### config.mk
export PLATFORM = sky130hd
export DESIGN_NAME = pipe_hazard_unit
export DESIGN_NICKNAME = d
export VERILOG_FILES = /design/src/rtl/pipe_hazard_unit.sv
export SDC_FILE = /design/constraint.sdc
export NUM_CORES = 1
export LEC_CHECK = 0
export ABC_CLOCK_PERIOD_IN_PS = 3300
export CORE_UTILIZATION = 47
export DETAILED_ROUTE_END_ITERATION = 12
export GPL_ROUTABILITY_DRIVEN = 0
export HOLD_SLACK_MARGIN = 0.1
export PLACE_DENSITY = 0.76
export SLEW_MARGIN = 20
export SYNTH_ARGS = -nofsm -noshare
export SYNTH_HDL_FRONTEND = slang
export SYNTH_SLANG_ARGS = --single-unit
export TNS_END_PERCENT = 100
### constraint.sdc
create_clock -name clk_i -period 3.3 [get_ports clk_i]
set_clock_uncertainty 0.1 [all_clocks]
set_input_delay 0.66 -clock clk_i [delete_from_list [all_inputs] [get_ports clk_i]]
set_output_delay 0.66 -clock clk_i [all_outputs]
set_load 0.02 [all_outputs]
### src/rtl/pipe_hazard_unit.sv
// Five-stage pipeline hazard unit: tracks EX/MEM/WB destinations, raises stall/flush, EX operand forwarding and ID write-through bypass.
// Control outputs are combinational (zero latency); the saturating stall/flush counters update on the clock edge.
module pipe_hazard_unit #(
  parameter int REG_ADDR_W = 5,
  parameter int FWD_EN     = 1,
  parameter int CNT_W      = 32
) (
  input  logic                  clk_i,
  input  logic                  rst_i,
  input  logic                  id_valid_i,
  input  logic [REG_ADDR_W-1:0] id_rs_i,
  input  logic [REG_ADDR_W-1:0] id_rt_i,
  input  logic                  id_use_rs_i,
  input  logic                  id_use_rt_i,
  input  logic [REG_ADDR_W-1:0] id_rd_i,
  input  logic                  id_reg_write_i,
  input  logic                  id_mem_read_i,
  input  logic                  branch_taken_i,
  output logic                  stall_o,
  output logic                  flush_o,
  output logic [1:0]            fwd_a_o,
  output logic [1:0]            fwd_b_o,
  output logic                  rf_byp_a_o,
  output logic                  rf_byp_b_o,
  output logic [CNT_W-1:0]      stall_cnt_o,
  output logic [CNT_W-1:0]      flush_cnt_o
);

  logic                  ex_vld, ex_rw, ex_mr, ex_use_rs, ex_use_rt;
  logic [REG_ADDR_W-1:0] ex_rd, ex_rs, ex_rt;
  logic                  mem_vld, mem_rw, mem_mr;
  logic [REG_ADDR_W-1:0] mem_rd;
  logic                  wb_vld, wb_rw;
  logic [REG_ADDR_W-1:0] wb_rd;

  // Register 0 is hardwired, so an entry targeting it never produces a dependency.
  function automatic logic writes(input logic vld, input logic rw,
                                  input logic [REG_ADDR_W-1:0] rd,
                                  input logic [REG_ADDR_W-1:0] r);
    return vld && rw && (rd == r) && (r != '0);
  endfunction

  function automatic logic [1:0] fwd_sel(input logic use_src,
                                         input logic [REG_ADDR_W-1:0] src);
    if (!use_src) return 2'b00;
    if (writes(mem_vld, mem_rw, mem_rd, src) && !mem_mr) return 2'b10;
    if (writes(wb_vld, wb_rw, wb_rd, src)) return 2'b01;
    return 2'b00;
  endfunction

  logic ex_hit, mem_hit, wb_hit, raw_hazard;

  always_comb begin
    ex_hit  = (id_use_rs_i && writes(ex_vld, ex_rw, ex_rd, id_rs_i)) ||
              (id_use_rt_i && writes(ex_vld, ex_rw, ex_rd, id_rt_i));
    mem_hit = (id_use_rs_i && writes(mem_vld, mem_rw, mem_rd, id_rs_i)) ||
              (id_use_rt_i && writes(mem_vld, mem_rw, mem_rd, id_rt_i));
    wb_hit  = (id_use_rs_i && writes(wb_vld, wb_rw, wb_rd, id_rs_i)) ||
              (id_use_rt_i && writes(wb_vld, wb_rw, wb_rd, id_rt_i));
    if (FWD_EN != 0) raw_hazard = ex_hit && ex_mr;
    else             raw_hazard = ex_hit || mem_hit || wb_hit;
  end

  // A taken branch squashes the stalled instruction anyway, so flush wins.
  assign flush_o    = branch_taken_i;
  assign stall_o    = id_valid_i && raw_hazard && !branch_taken_i && !rst_i;
  assign rf_byp_a_o = !rst_i && id_use_rs_i && writes(wb_vld, wb_rw, wb_rd, id_rs_i);
  assign rf_byp_b_o = !rst_i && id_use_rt_i && writes(wb_vld, wb_rw, wb_rd, id_rt_i);

  always_comb begin
    fwd_a_o = 2'b00;
    fwd_b_o = 2'b00;
    if (FWD_EN != 0 && ex_vld && !rst_i) begin
      fwd_a_o = fwd_sel(ex_use_rs, ex_rs);
      fwd_b_o = fwd_sel(ex_use_rt, ex_rt);
    end
  end

  always_ff @(posedge clk_i) begin
    if (rst_i) begin
      ex_vld      <= 1'b0;
      mem_vld     <= 1'b0;
      wb_vld      <= 1'b0;
      stall_cnt_o <= '0;
      flush_cnt_o <= '0;
    end else begin
      wb_vld    <= mem_vld;
      wb_rw     <= mem_rw;
      wb_rd     <= mem_rd;
      mem_vld   <= ex_vld && !branch_taken_i;
      mem_rw    <= ex_rw;
      mem_mr    <= ex_mr;
      mem_rd    <= ex_rd;
      // Payload always loads; only the valid bit marks a bubble.
      ex_vld    <= id_valid_i && !stall_o && !branch_taken_i;
      ex_rw     <= id_reg_write_i;
      ex_mr     <= id_mem_read_i;
      ex_rd     <= id_rd_i;
      ex_rs     <= id_rs_i;
      ex_rt     <= id_rt_i;
      ex_use_rs <= id_use_rs_i;
      ex_use_rt <= id_use_rt_i;
      if (stall_o && stall_cnt_o != {CNT_W{1'b1}}) stall_cnt_o <= stall_cnt_o + CNT_W'(1);
      if (flush_o && flush_cnt_o != {CNT_W{1'b1}}) flush_cnt_o <= flush_cnt_o + CNT_W'(1);
    end
  end

endmodule

After elaboration in Yosys (flattened, before gate mapping) --
Index checks and enable logic that the tools add are counted.
Operators by class: add/sub/neg operators 2, equal/unequal tests 10, muxes and demuxes 32, reduce and logical (&&, ||, !) cells 46
Operators with widths (count):
- 32-bit by 1-bit adder with 32-bit output, second input constant | 2
- 32-bit != test, second input constant | 2
- 5-bit equality test | 8
- 1-bit logical AND | 37
- 2-bit two-way mux | 14
- 5-bit nonzero test | 4
- 1-bit two-way mux | 18
- 1-bit zero test | 4
- 1-bit logical OR | 1
Storage, ports and cells: register bits 99, bits of input ports 23, output and inout bits 72, logic and storage cells 107

Logic depth before layout (Yosys ltp) --
Gate-level depths: netlist of run 1.
word-level depth 14, gate-level depth with buffers 9, depth with buffers taken out 7

Worst setup path after synthesis of run 1 --
Ideal clock, no wire load.
path type input-to-output, from input port rst_i, to output port rf_byp_b_o, arrival time 2.250 ns, required time 2.540 ns, setup slack 0.290 ns, cell stages on the path 3, buffers on the path 0, cell sequence inv_1 nand3_1 nor4_1
On the way: cells in the longest elaborated chain, start to end 3
RTL lines:
- start: declaration | RTL line 9 | input logic rst_i,
- 1-bit zero test | RTL line 68 | assign rf_byp_b_o = !rst_i && id_use_rt_i && writes(wb_vld, wb_rw, wb_rd, id_rt_i);
- 1-bit logical AND (2 in a row) | RTL line 68
- end: declaration | RTL line 24 | output logic rf_byp_b_o,
Every way passes these cells.

Worst setup path in the final report of run 1 --
from input port id_rt_i[1], to output port stall_o
On the way: cells in the longest elaborated chain, start to end 9
RTL lines:
- start: declaration | RTL line 12 | input logic [REG_ADDR_W-1:0] id_rt_i,
- 5-bit equality test | RTL line 40 | return vld && rw && (rd == r) && (r != '0);
- 1-bit logical AND | RTL line 40
- 1-bit logical AND (*) | RTL line 40
- 1-bit logical AND (*) | RTL line 55 | (id_use_rt_i && writes(ex_vld, ex_rw, ex_rd, id_rt_i));
- 1-bit logical OR (*) | RTL line 54 | ex_hit = (id_use_rs_i && writes(ex_vld, ex_rw, ex_rd, id_rs_i)) ||
- 1-bit logical AND (*) | RTL line 60 | if (FWD_EN != 0) raw_hazard = ex_hit && ex_mr;
- 1-bit logical AND (*) (3 in a row) | RTL line 66 | assign stall_o = id_valid_i && raw_hazard && !branch_taken_i && !rst_i;
- end: declaration | RTL line 19 | output logic stall_o,
Mark *: on every way between the ends. The rest lies on a longest branch, timed or not.

==> run_results.csv, run 1 <==
group,metric,value,unit
status,status,"completed",
routing,route.detailed.wl_per_inst,15.7,um
cts,cts.clk_slew.worst_paths,0.09,ns
critical_path,startpoint_type,"input port",
final_layout,regArea,2300,um^2
final_layout,final_layout_size_suffix_gt1_share,8.75,%
synth,syn_inst,500,
timing,fin_crit_sh,96.5,%
routing,drcViolationCount,0,
critical_path,end_kind,"primary output",
final_layout,final_common_cell,"clkdlybuf4s50_1",
cts,cts-buffers-inserted,9,
final_layout,fillers,875,
final_layout,fin_util,63.2,%
timing,rsz0062_at_grt,"false",
cts,clock_latency,0.35,ns
timing,relSlewSlack,50.2,%
die,io-pin-count,95,
final_layout,diodes,0,
place,pre_cts_slack,-0.141,ns
die,initial_utilization,48.9,%
global_route,grt_max_degree,34,
global_route,grt-ovfl-total,0,
cts,cts_hold_buf,0,
timing,layout_min_cycle_time,3.18,ns
die,dieArea,10600,um^2
synth,synthesis.nets,525,
cts,numClockSinks,99,
timing,layout_setup_ws,0.116,ns
final_layout,final_cell_mix,"clkdlybuf4s50_1 (89), dfxtp_1 (67), nor2_1 (42)",
synth,synth_area_per_cell,9.61,um^2
cts,cts_tree,"done",
cts,cts-root-buf,"clkbuf_8",
place,portBuffers,94,
die,die_y,103,um
routing,drtAntennaViolNets,0,
die,core,9820,um^2
worst_hold_path,min_from,"ex_rw",
synth,synth_enable_flop_cells,32,
synth,yosys_most_used_dff,"dfxtp_1",
timing,timing.fmax,314,MHz
die,die_w,103,um
power,vdd_drop_max,0.180,mV
synth,seq_area_frac_synth,47.9,%
timing,tightestPinTransition,0.744,ns
cts,clk_path_buf_depth,2,
die,rows,36,
critical_path,critPathLaunch,"id_rt_i[1]",
global_route,grt_pass1_wl,18.7,mm
synth,synth_warnings,0,
routing,wl,11.8,mm
timing,hold_violations,0,
critical_path,critPathArrivalTime,2.42,ns
power,cellPowerDensity,367,nW/um^2
synth,async_flop_share,0,%
cts,h-tree-depth,3,
synth,syn-cell-area,4800,um^2
final_layout,multiInputGateArea,2400,um^2
global_route,grt.total_usage,22.9,%
timing,finalSetupViolations,0,
global_route,grt_pass1_vias,3996,
global_route,antenna_found_initial,0,
routing,dr.pass1.iters,6,
power,power_leakage,2.03,nW
critical_path,worstPathRequired,2.54,ns
timing,drv_slew,0,
synth,ys_seq_elements,99,
routing,num_vias,4197,
final_layout,finalNetCount,637,
critical_path,rr_startpoint,"ex_rd[2]",
critical_path,crit_type,"in2out",
job,max-cap-violations,0,
routing,drt-initial-drc-count,186,
critical_path,cp_max_fo,2,
final_layout,syn2layout_area_growth,29.2,%
synth,synth_cell_type_count,50,
place,dp_hpwl,8.68,mm
routing,routed_via_density,5.60,
worst_hold_path,hp-class,"reg2reg",
-- cell type report --
type	instances	share of cell area (%)
multi-input cells	380	38.7
well taps	133	2.68
repair buffers	117	18.0
flip-flops and latches	99	37.1
inverters	5	0.302
clock inverters	7	1.21
clock buffers	9	2.00
-- cell families (layout without fill, tap and decap cells) --
kind of cell	after synthesis	after routing	synth area share (%)
and+or+nand+nor	229	229	26.8
DFF	99	99	47.9
AOI/OAI and AO/OA	78	78	9.59
xor gates and xnor gates	67	67	12.2
buffers and inverters	21	138	2.06
muxes	4	4	0.938
adders and majority gates	2	2	0.521
-- sequential cells by signal, indices dropped and copies added (netlist names) --
| name | flops |
|---|---|
| mem_vld | 1 |
| wb_rd | 5 |
| ex_rt | 5 |
| ex_rs | 5 |
| ex_rw | 1 |
| ex_mr | 1 |
| ex_vld | 1 |
| wb_vld | 1 |
| ex_use_rs | 1 |
| ex_use_rt | 1 |
| flush_cnt_o | 32 |
| mem_rd | 5 |
| stall_cnt_o | 32 |
| mem_mr | 1 |
| ex_rd | 5 |
| mem_rw | 1 |
| wb_rw | 1 |
-- final timing paths --
| path | end | slack (ns) | cells after the start |
|---|---|---|---|
| setup / recovery | stall_o | 0.12 | 6 |
| hold / removal | mem_rw | 0.36 | 0 |
| setup reg to reg | stall_cnt_o[29] | 0.74 | 7 |
| hold reg to reg | mem_rw | 0.36 | 0 |
-- where the power goes --
| part | internal, mW | total (mW) | switching [mW] | leakage (nW) |
|---|---|---|---|---|
| sequential | 1.29 | 1.33 | 0.0381 | 0.853 |
| clock | 0.357 | 0.781 | 0.424 | 0.0957 |
| combinational | 0.0853 | 0.165 | 0.0793 | 1.08 |
| total | 1.74 | 2.28 | 0.541 | 2.03 |
-- stage by stage --
step	hold WS [ns]	power, mW	cells	area, um^2	setup TNS [ns]
CTS	0.361	2.31	750	6200	0
global placement	0.331	1.52	734	6010	-0.128
finish	0.356	2.28	750	6210	0
global route	0.361	2.37	750	6210	0
detailed placement	0.337	1.52	734	6010	-0.205
floorplan	0.318	1.44	500	4800	0
-- worst max-delay path, stage by stage --
cell,delay [ns]
clkdlybuf4s50_1,0.42
or4_1,0.57
o21ai_2,0.16
nor3_1,0.10
or2_1,0.23
clkdlybuf4s15_1,0.29
-- synth_stat cells (all sizes together) (2+ instances only) --
| library cell | number | share of area, % |
|---|---|---|
| xor2 | 35 | 6.4 |
| and2 | 3 | 0.39 |
| ha | 2 | 0.52 |
| dfxtp | 67 | 28 |
| nor4 | 6 | 1.0 |
| or2 | 3 | 0.39 |
| or3 | 28 | 3.6 |
| o31ai | 6 | 0.94 |
| xnor2 | 32 | 5.8 |
| and3 | 11 | 1.4 |
| a211oi | 2 | 0.52 |
| and4 | 9 | 1.6 |
| or4 | 11 | 1.8 |
| nor2b | 3 | 0.39 |
| a21oi | 34 | 3.5 |
| nand4 | 27 | 3.6 |
| mux2i | 3 | 0.63 |
| o21ai | 29 | 3.3 |
| inv | 5 | 0.39 |
| clkbuf | 9 | 0.70 |
| nand2 | 32 | 2.5 |
| nor3 | 15 | 1.8 |
| buf | 7 | 0.96 |
| edfxtp | 32 | 20 |
| nor2 | 43 | 3.4 |
| nand3 | 33 | 3.4 |
-- what timing repair did --
action                     CTS  global route
cloned                       0             0
buffers inserted             0             0
gates resized for setup      4             1
setup endpoints to repair    4             1
-- metal layers --
| metal | part of all wire [%] | track usage [%] |
|---|---|---|
| met4 | 1.3 | 8.13 |
| met2 | 49 | 38.9 |
| met5 | 0 | 0 |
| met3 | 5.1 | 4.27 |
| met1 | 45 | 29.1 |
No activity file was read; power rests on OpenSTA's default activity.
==> run 2: changes to the inputs <==
Settings changed: SETUP_SLACK_MARGIN from default to 0.1.
==> run_results.csv, run 2 (synthesized netlist as in run 1, its figures left out) <==
group,metric,value,unit
status,status,"completed",
cts,clock_latency,0.35,ns
final_layout,final_common_cell,"clkdlybuf4s50_1",
power,power_leakage,2.03,nW
routing,drtAntennaViolNets,0,
final_layout,final_cell_mix,"clkdlybuf4s50_1 (89), dfxtp_1 (67), nor2_1 (42)",
critical_path,critPathArrivalTime,2.33,ns
final_layout,fin_util,63.2,%
final_layout,finalInstanceArea,6210,um^2
routing,drcViolationCount,0,
cts,cts_setup_buffers,0,
final_layout,diodes,0,
final_layout,final_layout_size_suffix_gt1_share,9.08,%
final_layout,fillers,874,
place,portBuffers,94,
power,vdd_drop_max,0.180,mV
final_layout,fin_cells,750,
routing,num_vias,4222,
critical_path,crit_chain,"clkdlybuf4s50_1, or4_1, o21ai_2, buf_4, nor4_1, dlygate4sd2_1",
critical_path,end_kind,"primary output",
worst_hold_path,hp-class,"reg2reg",
final_layout,top_regs,"flush_cnt_o x32, stall_cnt_o x32",
routing,wl,11.8,mm
critical_path,crit_path_top_delay_cell,"or4_1",
cts,numClockSinks,99,
routing,routed_via_density,5.63,
timing,layout_min_cycle_time,3.09,ns
timing,fin_crit_sh,93.7,%
timing,finalSetupViolations,0,
die,rows,36,
power,cellPowerDensity,367,nW/um^2
critical_path,max_stage_delay,0.57,ns
die,die_y,103,um
timing,timing.fmax,323,MHz
cts,cts-buffers-inserted,9,
die,initial_utilization,48.9,%
global_route,grt-ovfl-total,0,
critical_path,rr_startpoint,"ex_rd[2]",
job,max-cap-violations,0,
critical_path,critPathLaunch,"id_rt_i[1]",
final_layout,multiInputGateArea,2410,um^2
routing,drt-initial-drc-count,171,
routing,dr.pass1.iters,4,
cts,cts.clk_slew.worst_paths,0.09,ns
timing,rsz0062_at_grt,"false",
routing,route.detailed.wl_per_inst,15.7,um
timing,drv_slew,0,
cts,h-tree-depth,3,
die,core,9820,um^2
critical_path,crit_family,"buffers and inverters",
global_route,grt_pass1_wl,18.7,mm
cts,cts-root-buf,"clkbuf_8",
die,die_w,103,um
global_route,grt_max_degree,34,
critical_path,startpoint_type,"input port",
final_layout,regArea,2300,um^2
critical_path,cp_num_buf_inv,3,
timing,relSlewSlack,50.1,%
final_layout,finalNetCount,637,
place,dp_hpwl,8.68,mm
global_route,grt_pass1_vias,3996,
cts,cts_tree,"done",
final_layout,syn2layout_area_growth,29.2,%
place,dpl-instance-area,6010,um^2
timing,hold_violations,0,
place,dp_cells,734,
cts,cts_hold_buf,0,
critical_path,cp_max_fo,3,
global_route,antenna_found_initial,0,
critical_path,crit_type,"in2out",
die,io-pin-count,95,
cts,clk_path_buf_depth,2,
critical_path,worstPathRequired,2.54,ns
timing,tightestPinTransition,0.746,ns
global_route,grt.total_usage,22.9,%
die,dieArea,10600,um^2
worst_hold_path,min_from,"ex_rw",
==> run 2: stage by stage <==
| stage | TNS (ns) | worst slack, ns | hold WS (ns) | power, mW |
|---|---|---|---|---|
| global placement | -0.128 | -0.126 | 0.331 | 1.52 |
| global route | 0 | 0.115 | 0.361 | 2.37 |
| CTS | 0 | 0.0829 | 0.361 | 2.31 |
| floorplan | 0 | 0.290 | 0.318 | 1.44 |
| finish | 0 | 0.208 | 0.357 | 2.28 |
| detailed placement | -0.205 | -0.141 | 0.337 | 1.52 |
==> run 2: report_power, final <==
| group | internal, mW | switching, mW | total [mW] |
|---|---|---|---|
| logic | 0.0854 | 0.0799 | 0.165 |
| clock network | 0.357 | 0.425 | 0.782 |
| registers | 1.29 | 0.0384 | 1.33 |
| total | 1.74 | 0.543 | 2.28 |
==> run 2: worst paths after layout <==
kind / end / slack, ns / depth (start not counted)
setup / recovery: rf_byp_b_o / 0.21 / 6
hold / removal: mem_rw / 0.36 / 0
setup reg to reg: stall_cnt_o[29] / 0.74 / 7
hold reg to reg: mem_rw / 0.36 / 0
==> run 2: what timing repair did <==
| action | 4_1_cts | 5_1_grt |
|---|---|---|
| resized for setup | 4 | 3 |
| pin swaps | 0 | 0 |
| endpoints found under the setup margin | 4 | 2 |
==> run 2: per-layer routing <==
metal / routed length, um / vias up / global-route usage [%]
met5: 0 / - / 0
met1: 5250 / 2025 / 29.1
met2: 5780 / 109 / 38.9
li1: - / 2071 / -
met4: 166 / 0 / 8.13
met3: 562 / 17 / 4.27
==> run 2: final cells by class <==
cell class                 count  share of cell area [%]
inverter                       5                   0.302
clock buffer                   9                    2.00
clock inverter                 7                    1.21
timing repair buffer         117                    17.9
sequential                    99                    37.1
tap                          133                    2.68
multi-input combinational    380                    38.8
